==> config.mk <==
export PLATFORM = sky130hd
export DESIGN_NAME = memory_arbiter
export DESIGN_NICKNAME = d
export VERILOG_FILES = /design/src/rtl/memory_arbiter.sv
export SDC_FILE = /design/constraint.sdc
export NUM_CORES = 1
export LEC_CHECK = 0
export ABC_AREA = 1
export BUFFER_PORTS_ARGS = -buffer_cell sky130_fd_sc_hd__buf_4
export CAP_MARGIN = 20
export CORE_AREA = 2 2 134 136
export CTS_BUF_LIST = sky130_fd_sc_hd__clkbuf_8 sky130_fd_sc_hd__clkbuf_16
export CTS_CLUSTER_DIAMETER = 80
export DETAILED_ROUTE_END_ITERATION = 7
export DIE_AREA = 0 0 136 138
export PLACE_DENSITY = 0.49
export SLEW_MARGIN = 30
export SYNTH_ARGS = -nofsm -noshare
export SYNTH_HDL_FRONTEND = slang
export SYNTH_SLANG_ARGS = --single-unit
export TNS_END_PERCENT = 20
==> constraint.sdc <==
create_clock -name i_Clock -period 2.99 [get_ports i_Clock]
set_input_delay 0.4485 -clock i_Clock [delete_from_list [all_inputs] [get_ports i_Clock]]
set_output_delay 0.4485 -clock i_Clock [all_outputs]
set_load 0.02 [all_outputs]
==> src/rtl/memory_arbiter.sv <==
`default_nettype none
// ============================================================================
// memory_arbiter: round-robin owner of the shared single-port data memory.
// Revision: 1.0
// ============================================================================
module memory_arbiter #(
  parameter int NUM_REQ    = 5,
  parameter int ADDR_WIDTH = 10,
  parameter int DATA_WIDTH = 32,
  parameter int HOLD_LIMIT = 64
) (
  input  logic                          i_Clock,
  input  logic                          i_Reset,
  input  logic [NUM_REQ-1:0]            i_Request,
  input  logic [NUM_REQ*ADDR_WIDTH-1:0] i_Address,
  input  logic [NUM_REQ-1:0]            i_Write_Enable,
  input  logic [NUM_REQ*DATA_WIDTH-1:0] i_Write_Data,
  input  logic [DATA_WIDTH-1:0]         i_Mem_Read_Data,
  output logic [NUM_REQ-1:0]            o_Grant,
  output logic [ADDR_WIDTH-1:0]         o_Mem_Address,
  output logic                          o_Mem_Write_Enable,
  output logic [DATA_WIDTH-1:0]         o_Mem_Write_Data,
  output logic [DATA_WIDTH-1:0]         o_Read_Data,
  output logic [$clog2(NUM_REQ)-1:0]    o_Owner,
  output logic                          o_Busy,
  output logic                          o_Hold_Violation
);

  localparam int c_OWNER_W = $clog2(NUM_REQ);
  localparam int c_HOLD_W  = (HOLD_LIMIT > 0) ? $clog2(HOLD_LIMIT + 1) : 1;
  localparam logic [c_HOLD_W-1:0]  c_HOLD_MAX  = c_HOLD_W'(HOLD_LIMIT);
  localparam logic [c_HOLD_W-1:0]  c_HOLD_TRIP = c_HOLD_W'((HOLD_LIMIT > 0) ? HOLD_LIMIT - 1 : 0);
  localparam logic [c_OWNER_W-1:0] c_LAST      = c_OWNER_W'(NUM_REQ - 1);

  typedef enum logic [0:0] {
    S_IDLE    = 1'b0,
    S_GRANTED = 1'b1
  } state_t;

  state_t                 r_State;
  logic [c_OWNER_W-1:0]   r_Ptr;
  logic [c_HOLD_W-1:0]    r_Hold_Count;

  logic [c_OWNER_W-1:0]   w_Sel;
  logic [NUM_REQ-1:0]     w_Sel_Onehot;
  int                     w_Idx;

  // Scan downward so the requester closest to the pointer is written last and wins.
  always_comb begin
    w_Sel = '0;
    w_Idx = 0;
    for (int i = NUM_REQ - 1; i >= 0; i--) begin
      w_Idx = int'(r_Ptr) + i;
      if (w_Idx >= NUM_REQ) begin
        w_Idx = w_Idx - NUM_REQ;
      end
      if (i_Request[w_Idx]) begin
        w_Sel = c_OWNER_W'(w_Idx);
      end
    end
    w_Sel_Onehot = NUM_REQ'(1) << w_Sel;
  end

  always_ff @(posedge i_Clock or posedge i_Reset) begin
    if (i_Reset) begin
      r_State          <= S_IDLE;
      r_Ptr            <= '0;
      r_Hold_Count     <= '0;
      o_Grant          <= '0;
      o_Owner          <= '0;
      o_Busy           <= 1'b0;
      o_Hold_Violation <= 1'b0;
    end else begin
      case (r_State)
        S_IDLE: begin
          if (|i_Request) begin
            o_Grant      <= w_Sel_Onehot;
            o_Owner      <= w_Sel;
            o_Busy       <= 1'b1;
            r_Hold_Count <= '0;
            r_State      <= S_GRANTED;
          end
        end
        S_GRANTED: begin
          if (i_Request[o_Owner]) begin
            if (r_Hold_Count != c_HOLD_MAX) begin
              r_Hold_Count <= r_Hold_Count + c_HOLD_W'(1);
            end
            // Flag is raised on the edge the count reaches the limit; the grant is kept.
            if ((HOLD_LIMIT != 0) && (r_Hold_Count >= c_HOLD_TRIP)) begin
              o_Hold_Violation <= 1'b1;
            end
          end else begin
            o_Grant <= '0;
            o_Busy  <= 1'b0;
            r_Ptr   <= (o_Owner == c_LAST) ? '0 : o_Owner + c_OWNER_W'(1);
            r_State <= S_IDLE;
          end
        end
        default: r_State <= S_IDLE;
      endcase
    end
  end

  assign o_Mem_Address      = o_Busy ? i_Address[int'(o_Owner)*ADDR_WIDTH +: ADDR_WIDTH] : '0;
  assign o_Mem_Write_Enable = o_Busy & i_Write_Enable[o_Owner];
  assign o_Mem_Write_Data   = o_Busy ? i_Write_Data[int'(o_Owner)*DATA_WIDTH +: DATA_WIDTH] : '0;
  assign o_Read_Data        = i_Mem_Read_Data;

endmodule
`default_nettype wire

==> results of run 1 <==
[routing by layer]
layer	vias up	track usage	routed length [um]
met4	0	0.0461	433
li1	2862	-	-
met3	22	0.0370	1240
met5	-	0	0
met1	2528	0.246	7790
met2	192	0.332	9390
[registers in the layout, indices dropped and copies added, names as in the netlist]
signal            count
o_Owner               3
o_Grant               5
r_Hold_Count          7
o_Busy                1
r_Ptr                 3
o_Hold_Violation      1
r_State               1
[logic make-up (layout without fill, tap and decap cells)]
group / Yosys count / after routing / share of synthesized area
flip-flops: 21 / 21 / 0.132
AO/OA/AOI/OAI: 220 / 220 / 0.299
XOR/XNOR: 3 / 3 / 0.00662
adder cells (fa/ha/maj): 18 / 18 / 0.0567
buffers and inverters: 122 / 347 / 0.148
AND/OR/NAND/NOR: 345 / 345 / 0.357
[repair_timing]
action	CTS	global route
setup buffers	0	6
gates resized for setup	0	2
setup endpoints to repair	0	8
[worst max-delay path, delay by kind of cell, from the launching register on]
kind	cells	cell delay, ns
xor gates and xnor gates	1	0.32
DFF	1	0.39
and+or+nand+nor	10	0.92
AOI/OAI and AO/OA	2	0.37
adders and majority gates	1	0.19
buffers and inverters	3	0.44
[through the flow]
step           cell area [um2]  setup slack, ns  cells  setup TNS [ns]
2_1_floorplan             3970            0.311    729               0
3_3_place_gp              6070            0.274   1173               0
3_5_place_dp              6070            0.228   1173               0
4_1_cts                   6150            0.212   1177               0
5_1_grt                   6200         -0.00824   1183        -0.00824
6_report                  6200            0.281   1183               0
[where the power goes]
part | internal [uW] | leakage (uW) | switching, uW
Sequential | 380 | 0.000269 | 114
Combinational | 2190 | 0.00280 | 3750
Clock | 180 | 0.0000409 | 109
[final timing paths]
path / startpoint / end / slack, ns / cells after the start
max in group asynchronous: i_Reset / o_Owner[1] / 2.04 / 2
setup reg to reg: r_Ptr[1] / o_Grant[0] / 0.28 / 17
hold / removal: i_Reset / r_Hold_Count[6] / 0.37 / 2
hold reg to reg: o_Grant[0] / o_Grant[0] / 0.48 / 2
setup / recovery: r_Ptr[1] / o_Grant[0] / 0.28 / 17
min in group i_Clock: o_Grant[0] / o_Grant[0] / 0.48 / 2
[placed cells by master, fill, tap and decap left out, types with 2 or more instances in the layout]
cell type  count
a21oi_1       56
buf_12         4
buf_4        291
clkbuf_16      3
clkinv_1       2
dfrtp_1       19
dfrtp_2        2
ha_1          18
inv_1         38
inv_2          7
nand2_1      178
nand2_2        3
nand3_1       43
nand3_2        2
nand4_1        6
nor2_1       103
nor2_2         2
nor3_1         4
o211ai_1       2
o21ai_0      108
o21ai_1        5
o21ai_2        2
o22ai_1       44
xor2_1         3
[area by class of cell]
class                           instances  area [um2]  area share
Timing Repair Buffer                  295        2260       0.365
Multi-Input combinational cell        586        2860       0.461
Tap cell                              229         287      0.0462
Clock inverter                          1        5.00    0.000807
Sequential cell                        21         528      0.0852
Clock buffer                            3        75.1      0.0121
Inverter                               48         184      0.0297
==> results.toml, run 1 <==
[power]
finalPower_uw = 6720
leakagePower_uw = 0.00311
cellPowerDensity_mw_per_mm2 = 1080
peakVddDrop_uv = 375

[grt]
antenna_found_initial = 0
grtUsageTotal = 0.193
grt_max_degree = 85
grt_first_pass_wirelength_um = 29300
grt_overflow = 0
grt_pass1_vias = 5369

[setup_path]
start_kind = "flop"
critical_path.max_stage_delay_ns = 0.39
worst_path_most_repeated_cell = "nand2_1"
cp_max_fo = 10
crit_chain = "clkinvlp_4, buf_4, ha_1, nor2_2, nand3_2, nand2_1, xor2_1, nor2_1, a21oi_2, nand2_1, inv_1, nand2_1, nand2_1, nand2_1, a21oi_1, nand3_1, nand2_1"
worst-setup-path-type = "flop to flop"
end_kind = "flop"
cp_data_required_time_ns = 3.18
crit_arrival_ns = 2.90
crit_path_top_delay_cell = "dfrtp_1"

[synth]
syn_avg_cell_area_um2 = 5.45
yosysSeqAreaShare = 0.132
synth_edf_count = 0
ys_seq_elements = 21
ys.warnings.count = 0
yosysMostFrequentCell = "nand2_1"
synthFlopType = "dfrtp_1"
synth_area_leaders = "nand2_1, o21ai_0, dfrtp_1, nor2_1, a21oi_1"
synth_area_mm2 = 0.00397
synthArstFlopShare = 1.00
synth_cell_types = 32
synthesis.nets = 1001
syn-instance-count = 729
yosysTopAreaCellShare = 0.168
synth_common_cells = "nand2_1, o21ai_0, nor2_1, a21oi_1, o22ai_1"
synth_area_leader_cell = "nand2_1"

[detailed_routing]
dr.first_iter.drc_count = 235
ant_nets = 0
route.vias.total = 5604
drt-wirelength-per-cell_um = 15.9
drc = 0
vias_per_cell = 4.74
routed_wl_um = 18900
firstDrtPassIters = 5

[clock_network]
htree_levels = 1
cts_tree = "yes"
cts_root_buf = "clkbuf_16"
clock_sinks = 21
cts_made_buffers = 3
cts_hold_buf = 0
path_clk_slew_ns = 0.06
clock_path_buffers = 2
clkLatencyLatePin_ns = 0.25

[sta]
finalSetupViolCount = 0
skew_ns = 0.00242
post-route-period-util = 0.906
whs_ns = 0.368
finalMaxSlewViolations = 0
max_freq_mhz = 369
worstMarginPinSlew_ns = 0.842
finalHoldViolCount = 0
period_needed_ns = 2.71
slew_headroom = 0.438

[placement]
hpwlAfterDp_um = 14900
routabilityCongestion = 0.854
port_buffers = 274

[final_layout]
fin_util = 0.354
fillers = 2010
nNetsFinal = 1227
n_antenna_cell = 0
areaGrowthSynthToFinish_pct = 56.1
drive_gt1_frac = 0.338

[floorplanning]
io_pins = 339
row_count = 49
start_util = 0.226
fp.coreArea_mm2 = 0.0175
die_h_um = 138
fp.dieW_um = 136
die_area_mm2 = 0.0188

[status]
status = "finished, final reports clean"

[worst_hold_path]
hold_class = "input pin to async pin"

[run]
maxCapViolations = 0
(Power assumes the default switching activity.)
==> run 2, diff against run 1 <==
--- a/config.mk
+++ b/config.mk
@@ -8,5 +8,4 @@
 export ABC_AREA = 1
-export BUFFER_PORTS_ARGS = -buffer_cell sky130_fd_sc_hd__buf_4
 export CAP_MARGIN = 20
-export CORE_AREA = 2 2 134 136
+export CORE_AREA = 2 2 132 134
 export CTS_BUF_LIST = sky130_fd_sc_hd__clkbuf_8 sky130_fd_sc_hd__clkbuf_16
@@ -14,4 +13,5 @@
 export DETAILED_ROUTE_END_ITERATION = 7
-export DIE_AREA = 0 0 136 138
-export PLACE_DENSITY = 0.49
+export DIE_AREA = 0 0 134 136
+export DONT_BUFFER_PORTS = 1
+export PLACE_DENSITY = 0.33
 export SLEW_MARGIN = 30
--- a/constraint.sdc
+++ b/constraint.sdc
@@ -3,2 +3,2 @@
 set_output_delay 0.4485 -clock i_Clock [all_outputs]
-set_load 0.02 [all_outputs]
+set_load 0.1 [all_outputs]
==> run 2 against run 1 <==
  * Sequential cell count did not move
  * Maximum frequency fell by 0.84%
  * Global-route usage fell by 0.54 points
  * Sequential share of layout area rose by 1.2 points
==> results.toml, run 2 (synthesis gave the netlist of run 1 again) <==
[sta]
finalHoldViolCount = 0
slew_headroom = 0.390
worstMarginPinSlew_ns = 0.915
finalSetupTns_ns = 0
max_freq_mhz = 366
post-route-period-util = 0.914
period_needed_ns = 2.73
skew_ns = 0.00199
grt_setup_unrepaired = "yes"
finalMaxSlewViolations = 0
finalSetupViolCount = 0

[grt]
grt_max_degree = 46
grtUsageTotal = 0.187
antenna_found_initial = 1
grt_first_pass_wirelength_um = 27100
grt_pass1_vias = 4916
grt_overflow = 0

[setup_path]
worst_path_most_repeated_cell = "nand2_1"
crit_chain = "clkinvlp_4, buf_4, ha_1, nand2_1, nand3_2, o21ai_0, buf_4, nand3_1, nor2_2, a21oi_4, nor2_1, nor2_1, nand2_1, nand2_1, a21oi_1, nand3_1, nand2_1"
crit_arrival_ns = 2.92
crit_family = "simple AND/OR/NAND/NOR gates"
critical_path.max_stage_delay_ns = 0.39
start_kind = "flop"
cp_data_required_time_ns = 3.18
crit_path_top_delay_cell = "dfrtp_1"
end_kind = "flop"
cp_max_fo = 7
path_buf_inv = 3
worst-setup-path-type = "flop to flop"

[detailed_routing]
drt-wirelength-per-cell_um = 19.0
dr.first_iter.drc_count = 270
route.vias.total = 5004
firstDrtPassIters = 5
drc = 0
vias_per_cell = 5.22
ant_nets = 0
routed_wl_um = 18200

[final_layout]
layout_common_cells = "nand2_1, o21ai_0, nor2_1"
nNetsFinal = 1006
layout_commonest_cell = "nand2_1"
largest_reg_flops = 7
drive_gt1_frac = 0.201
areaGrowthSynthToFinish_pct = 37.1
largest_register = "r_Hold_Count"
n_antenna_cell = 0
largestRegisters = "r_Hold_Count: 7 flops, o_Grant: 5 flops"

[status]
status = "finished, final reports clean"

[floorplanning]
die_h_um = 136
start_util = 0.235
fp.dieW_um = 134
die_area_mm2 = 0.0182
row_count = 48
io_pins = 339
fp.coreArea_mm2 = 0.0169

[clock_network]
cts_hold_buf = 0
clock_path_buffers = 2
cts_root_buf = "clkbuf_16"
cts_tree = "yes"
cts_made_buffers = 3
htree_levels = 1
path_clk_slew_ns = 0.06
clkLatencyLatePin_ns = 0.25
clock_sinks = 21

[worst_hold_path]
hold_class = "input pin to async pin"

[placement]
routabilityCongestion = 0.856
port_buffers = 0
hpwlAfterDp_um = 14800

[run]
maxCapViolations = 0
==> run 2: cell count changes in the layout (fill, tap and decap cells not counted), sizes merged <==
cell    before  now
buf        295   74
inv         45   47
clkinv       3    1
==> run 2: routing by layer <==
layer | track usage | share of wire
met4 | 0.0508 | 0.022
met5 | 0 | 0
met2 | 0.325 | 0.50
met1 | 0.243 | 0.42
met3 | 0.0276 | 0.064
==> run 2: worst paths after layout <==
kind	from	end	slack, ns	cells after the start
worst max-delay path	r_Ptr[1]	o_Grant[0]	0.26	17
worst min-delay path	i_Reset	o_Hold_Violation	0.26	1
worst max register to register	r_Ptr[1]	o_Grant[0]	0.26	17
worst min register to register	r_Hold_Count[4]	r_Hold_Count[4]	0.50	1
max in group asynchronous	i_Reset	o_Owner[0]	2.10	1
min in group i_Clock	r_Hold_Count[4]	r_Hold_Count[4]	0.50	1
==> run 2: cell type report <==
cell class,instances,area [um2]
Fill cell,1857,11400
Inverter,48,186
Clock buffer,3,75.1
Multi-Input combinational cell,586,3260
Tap cell,225,282
Sequential cell,21,531
Clock inverter,1,3.75
Timing Repair Buffer,74,1110
==> run 2: worst register-to-register path: stages (launching register included) <==
cell,delay [ns]
dfrtp_1,0.39
clkinvlp_4,0.15
buf_4,0.17
ha_1,0.32
nand2_1,0.12
nand3_2,0.16
o21ai_0,0.21
buf_4,0.16
nand3_1,0.08
nor2_2,0.18
a21oi_4,0.06
nor2_1,0.14
nor2_1,0.06
nand2_1,0.06
nand2_1,0.07
a21oi_1,0.18
nand3_1,0.10
nand2_1,0.07
==> run 2: what timing repair did <==
action,in CTS,in global routing
buffers inserted,0,3
endpoints found under the setup margin,0,8
resized for setup,0,6
==> run 2: stage by stage <==
stage	setup slack [ns]	hold WS, ns	utilization	area (um2)	cells
floorplan	-0.170	0.425	-	4360	729
global placement	0.221	0.497	0.315	5320	951
detailed placement	0.176	0.496	0.315	5320	951
CTS	0.143	0.297	0.320	5400	955
global route	-0.0277	0.336	0.323	5440	958
finish	0.258	0.263	0.323	5440	958
Power of run 2 is not shown: default switching activity piles up to over one toggle a cycle in this logic, so the estimate is an artifact.
